==> config.mk <==
export PLATFORM = sky130hd
export DESIGN_NAME = coincidence_serializer_flat
export DESIGN_NICKNAME = d
export VERILOG_FILES = /design/src/rtl/coincidence_serializer_if.sv /design/src/rtl/coincidence_serializer.sv /design/src/flat_wrapper.sv
export SDC_FILE = /design/constraint.sdc
export NUM_CORES = 2
export LEC_CHECK = 0
export ABC_CLOCK_PERIOD_IN_PS = 2800
export BUFFER_PORTS_ARGS = -buffer_cell sky130_fd_sc_hd__clkbuf_2
export CAP_MARGIN = 20
export CORE_AREA = 2 2 430 432
export CTS_CLUSTER_DIAMETER = 80
export DETAILED_ROUTE_END_ITERATION = 8
export DIE_AREA = 0 0 432 434
export HOLD_SLACK_MARGIN = 0.03
export PLACE_DENSITY = 0.41
export SLEW_MARGIN = 5
export SYNTH_ARGS = -nofsm -noshare
export SYNTH_HDL_FRONTEND = slang
export SYNTH_SLANG_ARGS = --single-unit
==> constraint.sdc <==
create_clock -name clk -period 2.8 [get_ports clk]
set_input_delay 0.7 -clock clk [delete_from_list [all_inputs] [get_ports clk]]
set_output_delay 0.7 -clock clk [all_outputs]
set_load 0.005 [all_outputs]
==> src/rtl/coincidence_serializer_if.sv <==
// Output stream of the coincidence serializer toward the readout/transmit link.
// The serializer drives beats through the master modport, and the link consumer
// uses the slave modport and returns out_ready.
interface coincidence_serializer_if #(
  parameter int OUT_WIDTH = 64
);
  logic [OUT_WIDTH-1:0] out_data;
  logic                 out_valid;
  logic                 out_ready;
  logic                 out_sop;
  logic                 out_eop;

  modport master (
    output out_data,
    output out_valid,
    output out_sop,
    output out_eop,
    input  out_ready
  );

  modport slave (
    input  out_data,
    input  out_valid,
    input  out_sop,
    input  out_eop,
    output out_ready
  );
endinterface

==> src/rtl/coincidence_serializer.sv <==
// Coincidence serializer.
// Reads one wide coincidence frame from the non-showahead coincidence buffer FIFO.
// It then sends that frame on a valid/ready stream of OUT_WIDTH-bit beats:
// one header beat (magic, sequence number, beat count) followed by NUM_BEATS data
// slices, least significant slice first.
// Every output is driven from a flop. out_ready only reaches flop inputs.
// OUT_WIDTH must divide COINCIDENCE_BUFFER_WIDTH and must be at least 64,
// because the header occupies the low 64 bits of a beat.
// FRAME_CNT_RESET is the value frame_cnt takes on reset. It stays 0 in
// normal use and only exists so the 16-bit sequence wrap can be reached
// quickly.
module coincidence_serializer #(
  parameter int          COINCIDENCE_BUFFER_WIDTH = 1024,
  parameter int          OUT_WIDTH                = 64,
  parameter logic [15:0] FRAME_MAGIC              = 16'hC01C,
  parameter logic [15:0] FRAME_CNT_RESET          = 16'h0000
) (
  input  logic                                clk,
  input  logic                                rst,
  input  logic                                buffer_empty,
  output logic                                odata_req,
  input  logic [COINCIDENCE_BUFFER_WIDTH-1:0] odata,
  coincidence_serializer_if.master            link,
  output logic                                busy,
  output logic [15:0]                         frame_cnt
);

  localparam int NUM_BEATS = COINCIDENCE_BUFFER_WIDTH / OUT_WIDTH;
  localparam int IDX_W     = (NUM_BEATS > 1) ? $clog2(NUM_BEATS) : 1;
  localparam logic [IDX_W-1:0] LAST_IDX      = IDX_W'(NUM_BEATS - 1);
  localparam logic [15:0]      NUM_BEATS_TAG = 16'(NUM_BEATS);

  typedef enum logic [2:0] {
    ST_IDLE = 3'd0,
    ST_REQ  = 3'd1,
    ST_LOAD = 3'd2,
    ST_HDR  = 3'd3,
    ST_DATA = 3'd4
  } state_t;

  state_t                              state_r;
  state_t                              state_nxt_s;
  logic [COINCIDENCE_BUFFER_WIDTH-1:0] shift_r;
  logic [COINCIDENCE_BUFFER_WIDTH-1:0] shift_nxt_s;
  logic [IDX_W-1:0]                    beat_idx_r;
  logic [IDX_W-1:0]                    beat_idx_nxt_s;
  logic [OUT_WIDTH-1:0]                out_data_r;
  logic [OUT_WIDTH-1:0]                out_data_nxt_s;
  logic                                out_valid_r;
  logic                                out_valid_nxt_s;
  logic                                out_sop_r;
  logic                                out_sop_nxt_s;
  logic                                out_eop_r;
  logic                                out_eop_nxt_s;
  logic                                odata_req_r;
  logic                                odata_req_nxt_s;
  logic                                busy_r;
  logic                                busy_nxt_s;
  logic [15:0]                         frame_cnt_r;
  logic [15:0]                         frame_cnt_nxt_s;
  logic                                handshake_s;
  logic                                last_beat_s;

  // Build the header beat: magic, sequence number, beat count, and zeros elsewhere.
  function automatic logic [OUT_WIDTH-1:0] header_beat(input logic [15:0] seq);
    logic [OUT_WIDTH-1:0] h;
    h        = {OUT_WIDTH{1'b0}};
    h[63:48] = FRAME_MAGIC;
    h[47:32] = seq;
    h[31:16] = NUM_BEATS_TAG;
    return h;
  endfunction

  assign handshake_s = out_valid_r & link.out_ready;
  assign last_beat_s = (beat_idx_r == LAST_IDX);

  assign odata_req      = odata_req_r;
  assign busy           = busy_r;
  assign frame_cnt      = frame_cnt_r;
  assign link.out_data  = out_data_r;
  assign link.out_valid = out_valid_r;
  assign link.out_sop   = out_sop_r;
  assign link.out_eop   = out_eop_r;

  // State register. Reset abandons any frame in flight.
  always_ff @(posedge clk) begin
    if (rst) begin
      state_r <= ST_IDLE;
    end else begin
      state_r <= state_nxt_s;
    end
  end

  // Next-state logic. buffer_empty is only looked at while IDLE.
  always_comb begin
    state_nxt_s = state_r;
    case (state_r)
      ST_IDLE: begin
        if (!buffer_empty) begin
          state_nxt_s = ST_REQ;
        end else begin
          state_nxt_s = ST_IDLE;
        end
      end
      ST_REQ:  state_nxt_s = ST_LOAD;
      ST_LOAD: state_nxt_s = ST_HDR;
      ST_HDR: begin
        if (handshake_s) begin
          state_nxt_s = ST_DATA;
        end else begin
          state_nxt_s = ST_HDR;
        end
      end
      ST_DATA: begin
        if (handshake_s && last_beat_s) begin
          state_nxt_s = ST_IDLE;
        end else begin
          state_nxt_s = ST_DATA;
        end
      end
      default: state_nxt_s = ST_IDLE;
    endcase
  end

  // Next values of the registered outputs and datapath. Beats are held while stalled.
  always_comb begin
    odata_req_nxt_s = 1'b0;
    out_valid_nxt_s = out_valid_r;
    out_sop_nxt_s   = out_sop_r;
    out_eop_nxt_s   = out_eop_r;
    out_data_nxt_s  = out_data_r;
    shift_nxt_s     = shift_r;
    beat_idx_nxt_s  = beat_idx_r;
    frame_cnt_nxt_s = frame_cnt_r;
    busy_nxt_s      = (state_nxt_s != ST_IDLE);
    case (state_r)
      ST_IDLE: begin
        // The read request comes up together with the move to REQ.
        if (!buffer_empty) begin
          odata_req_nxt_s = 1'b1;
        end else begin
          odata_req_nxt_s = 1'b0;
        end
      end
      ST_REQ: begin
        // FIFO data becomes valid during LOAD; nothing to drive yet.
        odata_req_nxt_s = 1'b0;
      end
      ST_LOAD: begin
        shift_nxt_s     = odata;
        out_data_nxt_s  = header_beat(frame_cnt_r);
        out_valid_nxt_s = 1'b1;
        out_sop_nxt_s   = 1'b1;
        out_eop_nxt_s   = 1'b0;
      end
      ST_HDR: begin
        if (handshake_s) begin
          out_data_nxt_s = shift_r[OUT_WIDTH-1:0];
          shift_nxt_s    = shift_r >> OUT_WIDTH;
          beat_idx_nxt_s = {IDX_W{1'b0}};
          out_sop_nxt_s  = 1'b0;
          out_eop_nxt_s  = (LAST_IDX == {IDX_W{1'b0}});
        end else begin
          out_valid_nxt_s = 1'b1;
        end
      end
      ST_DATA: begin
        if (handshake_s) begin
          if (last_beat_s) begin
            out_valid_nxt_s = 1'b0;
            out_sop_nxt_s   = 1'b0;
            out_eop_nxt_s   = 1'b0;
            out_data_nxt_s  = {OUT_WIDTH{1'b0}};
            frame_cnt_nxt_s = frame_cnt_r + 16'd1;
          end else begin
            out_data_nxt_s = shift_r[OUT_WIDTH-1:0];
            shift_nxt_s    = shift_r >> OUT_WIDTH;
            beat_idx_nxt_s = beat_idx_r + IDX_W'(1);
            out_eop_nxt_s  = ((beat_idx_r + IDX_W'(1)) == LAST_IDX);
          end
        end else begin
          out_valid_nxt_s = 1'b1;
        end
      end
      default: begin
        odata_req_nxt_s = 1'b0;
        out_valid_nxt_s = 1'b0;
        out_sop_nxt_s   = 1'b0;
        out_eop_nxt_s   = 1'b0;
      end
    endcase
  end

  // Output and datapath registers. All are cleared on reset; frame_cnt restarts.
  always_ff @(posedge clk) begin
    if (rst) begin
      odata_req_r <= 1'b0;
      out_valid_r <= 1'b0;
      out_sop_r   <= 1'b0;
      out_eop_r   <= 1'b0;
      out_data_r  <= {OUT_WIDTH{1'b0}};
      shift_r     <= {COINCIDENCE_BUFFER_WIDTH{1'b0}};
      beat_idx_r  <= {IDX_W{1'b0}};
      busy_r      <= 1'b0;
      frame_cnt_r <= FRAME_CNT_RESET;
    end else begin
      odata_req_r <= odata_req_nxt_s;
      out_valid_r <= out_valid_nxt_s;
      out_sop_r   <= out_sop_nxt_s;
      out_eop_r   <= out_eop_nxt_s;
      out_data_r  <= out_data_nxt_s;
      shift_r     <= shift_nxt_s;
      beat_idx_r  <= beat_idx_nxt_s;
      busy_r      <= busy_nxt_s;
      frame_cnt_r <= frame_cnt_nxt_s;
    end
  end

endmodule

==> src/flat_wrapper.sv <==
// flat-port wrapper written by rule: the top's interface ports become plain ports
module coincidence_serializer_flat 
#(
  parameter int          COINCIDENCE_BUFFER_WIDTH = 1024,
  parameter int          OUT_WIDTH                = 64,
  parameter logic [15:0] FRAME_MAGIC              = 16'hC01C,
  parameter logic [15:0] FRAME_CNT_RESET          = 16'h0000
)
  (clk, rst, buffer_empty, odata_req, odata, busy, frame_cnt, link_out_data, link_out_valid, link_out_sop, link_out_eop, link_out_ready);
  coincidence_serializer_if #(.OUT_WIDTH(OUT_WIDTH)) link_i ();
  input  logic clk;
  input  logic rst;
  input  logic buffer_empty;
  output logic odata_req;
  input  logic [COINCIDENCE_BUFFER_WIDTH-1:0] odata;
  output logic busy;
  output logic [15:0] frame_cnt;
  output wire logic [$bits(link_i.out_data)-1:0] link_out_data;
  output wire logic [$bits(link_i.out_valid)-1:0] link_out_valid;
  output wire logic [$bits(link_i.out_sop)-1:0] link_out_sop;
  output wire logic [$bits(link_i.out_eop)-1:0] link_out_eop;
  input wire logic [$bits(link_i.out_ready)-1:0] link_out_ready;
  assign link_out_data = link_i.out_data;
  assign link_out_valid = link_i.out_valid;
  assign link_out_sop = link_i.out_sop;
  assign link_out_eop = link_i.out_eop;
  assign link_i.out_ready = link_out_ready;
  coincidence_serializer #(.COINCIDENCE_BUFFER_WIDTH(COINCIDENCE_BUFFER_WIDTH), .OUT_WIDTH(OUT_WIDTH), .FRAME_MAGIC(FRAME_MAGIC), .FRAME_CNT_RESET(FRAME_CNT_RESET)) u_core (.clk(clk), .rst(rst), .buffer_empty(buffer_empty), .odata_req(odata_req), .odata(odata), .link(link_i), .busy(busy), .frame_cnt(frame_cnt));
endmodule
==> results.toml <==
[outcome]
status = "complete, no violations"

[synthesis]
synth.cell_area_um2 = 45500
ys_ff_latch = 1116
seq_area_frac_synth_pct = 49.1
syn-mean-instance-area_um2 = 11.4
synthFlopType = "dfxtp_1"
yosys.area.top_type = "dfxtp_1"
syn_inst = 4001
synthDistinctLibCells = 48
async_reset_ff_share_pct = 0
syn-num-nets = 5032
synth_warnings = 0
synth_edf_count = 0
synth_area_leaders = "dfxtp_1 49%, mux2i_1 23%, o2bb2ai_1 18%"
netlist.area_leader.share_pct = 49.1

[routing]
wire_per_inst_um = 26.6
ant_nets = 0
drtIter0Drc = 2160
detail_route.drc_violations = 0
drt_pass1_iterations = 5
vias_per_cell = 4.83
wl_mm = 201
vias = 36400

[placement]
dpl.cell_count = 7250
dp_hpwl_mm = 154
gp_congestion = 0.846
io_buffers = 1112
post-place-ws_ns = 0.163

[critical_path]
cp-end-kind = "flip-flop"
cp_max_fo = 19
crit_top_cell = "buf_12"
worstSetupStartpointType = "flip-flop"
path_delay_family = "buffers and inverters"
path_buf_inv = 4
cp_cell_sequence = "nor2b_1, a21oi_4, buf_12, buf_12, buf_12, mux2i_1, buf_4, o2bb2ai_1"
required_ns = 3.47
rrSetupSlack_ns = 0.23
cp.depth = 8
slowest_stage = "dfxtp_1"
rr_worst_depth = 8
max_stage_delay_ns = 0.56
path_class = "reg -> reg"
arrival_ns = 3.23

[flow_run]
cap_violations = 0

[sta]
rsz0062_at_grt = "false"
finalWorstPathRequiredPeriod_ns = 2.57
finalHoldViolCount = 0
finalWorstSetupSlack_ns = 0.234
finalSetupTns_ns = 0
max_freq_mhz = 390
slew_viol_final = 0
tightestPinTransition_ns = 0.829
slew_headroom_pct = 44.7
hold_ws_ns = 0.160
fin_skew_ns = 0.0381
post-route-period-util_pct = 91.6
finalSetupViolations = 0

[cells_and_area]
syn2layout_area_growth_pct = 30.1
multi_input_area_um2 = 21600
finalNetCount = 6041
fill_cells = 18800
drive_gt1_share_pct = 29.0
fin_cells = 7537
regArea_um2 = 22300
finalCoreUtilization_pct = 32.4

[grt]
gr-usage-all-layers_pct = 20.5
antenna_found_initial = 130
grt-ovfl-total = 0
grt_pass1_vias = 35500
grt_start_max_net_pins = 135
grt_pass1_wl_mm = 276

[clock_tree]
post_cts_buffers = 0
cts_sinks = 1116
cts_made_buffers = 142
cts.path.max_buffers = 3
cts_root_buffer = "clkbuf_16"
worstSkewPairLatency_ns = 0.79
cts_tree = "done"
clkTransAtPathRegs_ns = 0.06
h-tree-depth = 4

[worst_hold_path]
min_path_type = "in -> reg"
hold_depth = 3

[floorplan]
die_area_um2 = 187000
coreArea_um2 = 182000
rows = 157
io_pins = 1113
fp.dieW_um = 432
dieHeight_um = 434
initial_core_util_pct = 24.9

[power_and_ir_drop]
power.leakage_uw = 0.0289
powerDensity_nw_per_um2 = 685
peakVddDrop_mv = 0.437
## cell usage in the layout (no fill, tap or decap), drive strengths merged, types with 16 or more instances in the layout
cell type / instances
a21oi: 100
dfxtp: 1116
clkbuf: 1319
a211oi: 49
mux2i: 1025
nor3: 27
diode: 40
clkinv: 25
nand3b: 65
nand3: 52
o2bb2ai: 918
buf: 151
nand2b: 65
nor2: 37
nand2: 52
a221oi: 16
## per-layer routing
layer  vias to the layer above  GRT usage (%)  wire, µm
met2                      1007           34.6     98100
met1                     17500           25.2     85000
met5                         -              0       431
met4                        68           6.87      6150
met3                       393           5.34     11100
li1                      17400              -         -
## logic make-up (layout without fill, tap and decap cells)
logic type	after synthesis	in the layout	share of synthesized area, %
AO/OA/AOI/OAI	1108	1108	20.3
XOR/XNOR	8	8	0.154
adder cells (fa/ha/maj)	3	3	0.0825
buffers and inverters	403	1514	3.64
flip-flops	1116	1116	49.1
multiplexers	1026	1026	22.6
other	0	40	0
AND/OR/NAND/NOR	337	337	4.19
## worst reg2reg max path, delay by kind of cell, from the launching register on
family          cells  cell delay, ns
mux                 1            0.41
buf+inv             4            0.86
simple gates        1            0.19
compound gates      2            0.42
flops               1            0.56
## cells in the mapped netlist (all sizes together), types with 3 or more instances
master / count
and2: 3
a21oi: 100
o21ai: 11
nand2b: 65
nand3: 52
a221oi: 16
nor4: 5
xnor2: 6
or4: 3
nor2: 37
nand3b: 65
or3b: 3
nand4b: 3
or3: 7
nand4: 4
clkbuf: 288
buf: 110
mux2i: 1025
o31ai: 3
dfxtp: 1116
nor3: 27
inv: 5
a211oi: 49
nand2: 52
and4: 3
o2bb2ai: 918
nor2b: 4
ha: 3
## per-stage QoR
stage / area (µm²) / total power, µW
after floorplan: 45500 / 20300
after detailed placement: 54400 / 22500
after CTS: 59100 / 41100
final: 59200 / 40500
after global placement: 54400 / 22500
after global routing: 59200 / 42200
## layout make-up
cell class	count	area share (%)
Multi-Input combinational cell	2482	36.4
Tap cell	2385	5.04
Antenna cell	40	0.169
Sequential cell	1116	37.7
Timing Repair Buffer	1263	12.8
Clock buffer	208	6.99
Clock inverter	38	0.841
Inverter	5	0.0317
## final timing paths
path                            start                       end
max reg2reg         u_core.state_r[2]       u_core.shift_r[803]
min reg2reg  u_core.link.out_data[58]  u_core.link.out_data[58]
max                 u_core.state_r[2]       u_core.shift_r[803]
min                        odata[983]       u_core.shift_r[983]
## registers in the layout, indices dropped and copies added, names as in the netlist
signal and flops:
u_core.link.out_eop 1, u_core.state_r 3, u_core.shift_r 1024, u_core.odata_req 1, u_core.beat_idx_r 4, u_core.link.out_valid 1, u_core.busy 1, u_core.link.out_data 64
u_core.link.out_sop 1, u_core.frame_cnt 16
## power by group
part	total, µW	switching (µW)	leakage, µW	internal, µW
sequential	17700	720	0.00908	16900
combinational	4470	2370	0.0176	2100
clock	18400	7500	0.00227	10900
total	40500	10600	0.0289	29900
## timing repair
item,CTS,global route
endpoints found under the hold margin,1,0
hold buffers,1,0
gates resized for setup,0,2
endpoints found under the setup margin,0,52
Note: power is estimated with default switching activity, not from simulation.
